### config.mk
export PLATFORM = sky130hd
export DESIGN_NAME = demux_1_8_4_bits_reg
export DESIGN_NICKNAME = d
export VERILOG_FILES = /design/src/rtl/demux_1_8_4_bits_reg.sv
export SDC_FILE = /design/constraint.sdc
export NUM_CORES = 1
export LEC_CHECK = 0
export CAP_MARGIN = 20
export CORE_ASPECT_RATIO = 1.1
export CORE_UTILIZATION = 51
export DETAILED_ROUTE_END_ITERATION = 10
export GPL_TIMING_DRIVEN = 0
export PLACE_DENSITY = 0.85
export SYNTH_ARGS = -nofsm -noshare
export SYNTH_HDL_FRONTEND = slang
export SYNTH_SLANG_ARGS = --single-unit
### constraint.sdc
create_clock -name clock -period 2.65 [get_ports clock]
set_clock_uncertainty 0.2 [all_clocks]
set_input_delay 0.3975 -clock clock [delete_from_list [all_inputs] [get_ports clock]]
set_output_delay 0.3975 -clock clock [all_outputs]
set_load 0.1 [all_outputs]
### src/rtl/demux_1_8_4_bits_reg.sv
// ---------------------------------------------------------------------------
// demux_1_8_4_bits_reg
//   Write side of the 8-entry register bank. One data input is steered into
//   one of eight registers, either by the 3-bit select {s0,s1,s2} (manual
//   mode) or by an internal auto-fill pointer that advances after each
//   accepted write. Per-entry valid flags plus a full flag tell the datapath
//   when a bank load is complete. An auto write into a full bank is rejected
//   and flagged with a one-cycle ovf pulse.
//
// Ports
//   clock         rising-edge clock
//   resetn        asynchronous active-low reset
//   s0, s1, s2    manual select, index = {s0,s1,s2} (s0 is the MSB)
//   in            write data
//   wr            write strobe
//   auto          1 = write at ptr, 0 = write at {s0,s1,s2}
//   clr           synchronous bank clear, has priority over wr
//   out0..out7    registered bank contents
//   valid         valid[i] = entry i written since reset/clear
//   ptr           auto-fill pointer
//   full          all eight entries valid
//   ovf           rejected auto write on the previous edge
// ---------------------------------------------------------------------------
module demux_1_8_4_bits_reg #(
    parameter int WIDTH = 4
) (
    input  logic             clock,
    input  logic             resetn,
    input  logic             s0,
    input  logic             s1,
    input  logic             s2,
    input  logic [WIDTH-1:0] in,
    input  logic             wr,
    input  logic             auto,
    input  logic             clr,
    output logic [WIDTH-1:0] out0,
    output logic [WIDTH-1:0] out1,
    output logic [WIDTH-1:0] out2,
    output logic [WIDTH-1:0] out3,
    output logic [WIDTH-1:0] out4,
    output logic [WIDTH-1:0] out5,
    output logic [WIDTH-1:0] out6,
    output logic [WIDTH-1:0] out7,
    output logic [7:0]       valid,
    output logic [2:0]       ptr,
    output logic             full,
    output logic             ovf
);

    logic [WIDTH-1:0] bank_q [8];
    logic [WIDTH-1:0] bank_d [8];
    logic [7:0]       valid_d;
    logic [2:0]       ptr_d;
    logic             full_d;
    logic             ovf_d;
    logic [2:0]       sel;

    assign sel = {s0, s1, s2};

    always_comb begin
        for (int i = 0; i < 8; i++) begin
            bank_d[i] = bank_q[i];
        end
        valid_d = valid;
        ptr_d   = ptr;
        ovf_d   = 1'b0;

        if (clr) begin
            for (int i = 0; i < 8; i++) begin
                bank_d[i] = '0;
            end
            valid_d = '0;
            ptr_d   = '0;
        end else if (wr) begin
            if (!auto) begin
                bank_d[sel]  = in;
                valid_d[sel] = 1'b1;
            end else if (full) begin
                ovf_d = 1'b1;
            end else begin
                // ptr walks linearly and does not skip manually written
                // entries, so it may overwrite them while the bank is not full
                bank_d[ptr]  = in;
                valid_d[ptr] = 1'b1;
                ptr_d        = ptr + 3'd1;
            end
        end

        // derived from the next valid vector so full rises together with
        // the last valid bit rather than one cycle later
        full_d = &valid_d;
    end

    always_ff @(posedge clock or negedge resetn) begin
        if (!resetn) begin
            for (int i = 0; i < 8; i++) begin
                bank_q[i] <= '0;
            end
            valid <= '0;
            ptr   <= '0;
            full  <= 1'b0;
            ovf   <= 1'b0;
        end else begin
            for (int i = 0; i < 8; i++) begin
                bank_q[i] <= bank_d[i];
            end
            valid <= valid_d;
            ptr   <= ptr_d;
            full  <= full_d;
            ovf   <= ovf_d;
        end
    end

    assign out0 = bank_q[0];
    assign out1 = bank_q[1];
    assign out2 = bank_q[2];
    assign out3 = bank_q[3];
    assign out4 = bank_q[4];
    assign out5 = bank_q[5];
    assign out6 = bank_q[6];
    assign out7 = bank_q[7];

endmodule

==> qor.yml, run 1 <==
detail_route.wl_per_cell_um: 17.3
dieArea_um2: 4210
tightest_slew_ns: 0.993
crit_chain: "clkdlybuf4s50_1"
post_drt_via_cell_ratio: 5.69
synthMuxAreaShare_pct: 17.4
ys_dominant_reg_cell: "dfrtp_1"
syn_area_um2: 2020
remaining_drc_errors: 0
reg2reg_from: "ptr[0]"
synthToLayoutAreaGrowth_pct: 36.7
cts.sinks: 45
synth_commonest_cells: "45 x dfrtp_1, 29 x nor2_1, 24 x mux2_2"
r2r_setup_slack_ns: 0.66
ys_seq_elements: 45
run_status: "complete, no violations"
rows: 23
yosysWarningCount: 0
yosysMostFrequentCell: "dfrtp_1"
cpPeakStageDelay_ns: 1.18
drive_gt1_share_pct: 19.2
place.gp.congestion: 0.905
grt_usage_pct: 26.3
path_class: "flop to output pin"
utilization_pct: 74.3
antenna_found_initial: 0
power_density_nw_per_um2: 667
core_area_um2: 3710
finalSetupViolCount: 0
path_clk_slew_ns: 0.08
holdCritStartpoint: "out1[1]"
grt_max_degree: 27
postRouteAntennaNets: 0
cts_tree: "done"
start_util_pct: 54.3
dr.pass1.iters: 4
cp-startpoint: "ptr[2]"
wl_um: 4810
p_leak_nw: 1.22
synthTopCellsByArea: "dfrtp_1 56%, mux2_2 13%, nor2_1 5.4%"
ios: 57
worstPathRequired_ns: 2.05
yosys.area_share.adder_pct: 0.621
num_vias: 1587
finalSetupTns_ns: 0
crit_arrival_ns: 1.97
clock_latency_ns: 0.30
synth_top_family_by_area: "multiplexers"
critPathTopFamily: "buffers and inverters"
synthCells: 163
cts-htree-levels: 2
fin_total_pwr_mw: 1.84
min_period_over_period_pct: 97.1
max_cap_viol_count: 0
dp_hpwl_um: 3550
rsz0062_at_grt: "false"
slowest_stage: "clkdlybuf4s50_1"
antennaDiodeCount: 0
synth_fp_nets: 176
worst-path-buf-inv: 1
endpoint_kind: "output pin"
synth_enable_flop_cells: 0
ys_seq_area_share_pct: 55.9
grt_pass1_vias: 1609
grt_overflow: 0
whs_path_depth: 1
cp-start-kind: "flop"
final.min_clock_period_ns: 2.57
port_buffers: 56
rr_endpoint: "out5[1]"
grt_pass1_wl_um: 7760
drt_iter0_drc: 106
clockBufferDepth: 2
hp-class: "flop to flop"
async_flop_share_pct: 100
min_to: "out1[1]"
slew_headroom_pct: 33.6
maxSlewViolCount: 0
fin_cells: 279
netlist.area_leader.share_pct: 55.9
fin_nets: 241
dp_cells: 270
synthSimpleGateAreaFrac_pct: 15.8
die-width_um: 61.9
synth_cell_type_count: 32
cp_max_fo: 8
postSynthAreaPerCell_um2: 12.4
worstRegToRegCells: 4
synth_compound_area_share_pct: 7.45
hold_violations: 0
max_freq_ghz: 0.389
synth_top_cell_by_area: "dfrtp_1"
cts_buffers: 5
whs_ns: 0.310
die_h_um: 67.9
synth_xor_area_share_pct: 0.869
cts_root_buf: "clkbuf_8"
ir_drop_uv: 558
## timing repair
action	4_1_cts	5_1_grt
resized for setup	0	1
setup endpoints to repair	0	1
hold buffers	1	0
setup buffers	0	0
hold endpoints to repair	19	0
## flip-flops by register name (all words and copies together), names as in the netlist
signal	flops
valid	8
out7	4
out2	4
ovf	1
out5	4
out1	4
out0	4
full	1
out6	4
ptr	3
out3	4
out4	4
## where the power goes
part	leakage [nW]	internal [mW]	switching (mW)	total, mW
combinational	0.571	0.169	0.497	0.666
clock	0.0450	0.183	0.222	0.404
sequential	0.600	0.737	0.0320	0.769
total	1.22	1.09	0.751	1.84
## cell type report
cell class | instances | area [µm²]
Sequential cell | 45 | 1130
Timing Repair Buffer | 58 | 596
Clock inverter | 2 | 10.0
Multi-Input combinational cell | 111 | 848
Clock buffer | 6 | 72.6
Tap cell | 50 | 62.6
Buffer | 6 | 37.5
Fill cell | 242 | 956
Inverter | 1 | 3.75
## metal layers
layer / vias to the layer above / global-route usage, % / share of wire [%]
li1: 710 / - / -
met5: - / 0 / 0
met4: 0 / 11.7 / 3.9
met3: 28 / 7.94 / 6.1
met1: 761 / 31.7 / 38
met2: 88 / 43.0 / 51
## placed cells by master (no fill, tap or decap), types with 2 or more instances in the layout
cell type and instances:
buf_2 4, and4_1 2, a32o_1 2, dfrtp_1 45, nand3_1 2, nor2_1 29
clkdlybuf4s50_1 54, clkbuf_8 5, a21oi_1 2, clkbuf_1 2, clkinv_2 2, nor3b_1 2
and2_1 2, nor2_2 3, mux2i_1 8, a221oi_1 9, mux2_2 24, nand2_1 3
nor2b_1 10
## stage by stage
step                      worst slack (ns)  cell area (µm²)
final                               0.0779             2760
after global routing                0.0281             2760
after CTS                           0.0691             2750
after detailed placement             0.151             2660
after global placement             -0.0589             2640
after floorplan                      0.299             2020
## how the worst max path moves through the flow
| stage | cells past startpoint | slack, ns | end |
|---|---|---|---|
| after floorplan | 5 | 0.30 | full |
| after global placement | 1 | -0.06 | out4[1] |
| after detailed placement | 6 | 0.15 | out4[2] |
| after CTS | 1 | 0.07 | ptr[1] |
| after global routing | 1 | 0.03 | ptr[2] |
| final | 1 | 0.08 | ptr[2] |
## cell families (layout without fill, tap and decap cells)
family,after synthesis,count (layout)
buffers and inverters,7,73
and+or+nand+nor,59,59
DFF,45,45
muxes,32,32
xor gates and xnor gates,2,2
AOI/OAI and AO/OA,17,17
adders and majority gates,1,1
(Power assumes the default switching activity.)
==> run 2: changes to the inputs <==
SKIP_LAST_GASP = 1   (was default)
==> results of run 2 <==
Final layout, timing and power as in run 1 (identical DEF).
==> run 3: changes to the inputs <==
PLACE_DENSITY = default   (was 0.85)
PLACE_DENSITY_LB_ADDON = 0.12   (was default)
==> qor.yml, run 3 (synthesized netlist as in run 1, its figures left out) <==
run_status: "complete, no violations"
grt_max_degree: 28
final_cell_mix: "55 x clkdlybuf4s50_1, 45 x dfrtp_1, 29 x nor2_1"
hold_violations: 0
wl_um: 4780
largest-register: "valid"
clock_latency_ns: 0.29
crit_arrival_ns: 2.00
fillers: 256
maxSlewViolCount: 0
cp_max_fo: 9
ios: 57
crit_chain: "clkdlybuf4s50_1"
grt_usage_pct: 26.4
multi_input_area_um2: 848
post_drt_via_cell_ratio: 5.44
largest_register_ffs: 8
power_density_nw_per_um2: 667
num_vias: 1513
path_clk_slew_ns: 0.08
worst-path-buf-inv: 1
cpPeakStageDelay_ns: 1.19
dr.pass1.iters: 4
hp-class: "flop to flop"
dp_hpwl_um: 3580
antenna_found_initial: 0
min_period_over_period_pct: 98.2
slew_headroom_pct: 33.5
slowest_stage: "clkdlybuf4s50_1"
postRouteAntennaNets: 0
fin_cells: 278
drive_gt1_share_pct: 18.9
cp-start-kind: "flop"
max_freq_ghz: 0.384
die_h_um: 67.9
finalSetupViolCount: 0
port_buffers: 56
detail_route.wl_per_cell_um: 17.2
cts_tree: "done"
whs_ns: 0.309
place.gp.congestion: 0.878
dieArea_um2: 4210
cts.sinks: 45
cts_root_buf: "clkbuf_8"
layout_commonest_cell: "clkdlybuf4s50_1"
worstPathRequired_ns: 2.05
tightest_slew_ns: 0.995
p_leak_nw: 1.19
endpoint_kind: "output pin"
antennaDiodeCount: 0
dp_cells: 270
cts_buffers: 5
grt_overflow: 0
rows: 23
synthToLayoutAreaGrowth_pct: 36.6
max_cap_viol_count: 0
clockBufferDepth: 2
core_area_um2: 3710
drt_iter0_drc: 87
finish.instance_area_um2: 2750
start_util_pct: 54.3
ir_drop_uv: 439
remaining_drc_errors: 0
seq_area_um2: 1130
place_area_um2: 2660
cts-htree-levels: 2
final.min_clock_period_ns: 2.60
rsz0062_at_grt: "false"
die-width_um: 61.9
fin_nets: 241
critPathTopFamily: "buffers and inverters"
grt_pass1_wl_um: 7680
path_class: "flop to output pin"
grt_pass1_vias: 1589
run 3: final cells by class:
type / instances / area share, %
clock inverters: 1 / 0.318
flip-flops and latches: 45 / 40.9
plain buffers: 6 / 1.36
repair buffers: 58 / 21.5
inverters: 1 / 0.136
well taps: 50 / 2.27
clock buffers: 6 / 2.64
multi-input cells: 111 / 30.8
run 3: where the power goes:
part,leakage [nW],internal [mW],total (mW),switching [mW]
clock network,0.0412,0.183,0.400,0.218
logic,0.553,0.169,0.666,0.497
registers,0.600,0.737,0.769,0.0314
run 3: worst paths after layout:
kind                              start       end  slack [ns]  cells past startpoint
worst max register to register   ptr[0]   out5[2]        0.60                      4
worst min register to register  out0[1]   out0[1]        0.31                      1
max in group asynchronous        resetn   out6[3]        1.38                      3
min in group asynchronous        resetn  valid[7]        0.38                      2
worst min-delay path            out0[1]   out0[1]        0.31                      1
worst max-delay path             ptr[1]    ptr[1]        0.05                      1
run 3: routing by layer:
metal	vias up	global-route usage (%)	routed length (µm)	part of all wire, %
li1	709	-	-	-
met1	749	32.1	1970	41
met2	50	44.1	2550	53
met3	5	6.43	202	4.2
met4	0	10.8	68	1.4
met5	-	0	0	0
run 3: through the flow:
stage	util [%]	setup TNS (ns)	total power [mW]	worst slack, ns
6_report	74.1	0	1.84	0.0490
5_1_grt	74.1	0	1.90	0.0116
4_1_cts	74.1	0	1.85	0.0347
3_3_place_gp	71.1	-2.73	1.43	-0.0626
2_1_floorplan	-	0	1.27	0.299
3_5_place_dp	71.7	0	1.45	0.172
run 3: repair_timing:
action                    in CTS  in global routing
buffers inserted               0                  0
resized for setup              0                  0
hold buffers                   1                  0
hold endpoints to repair      18                  0
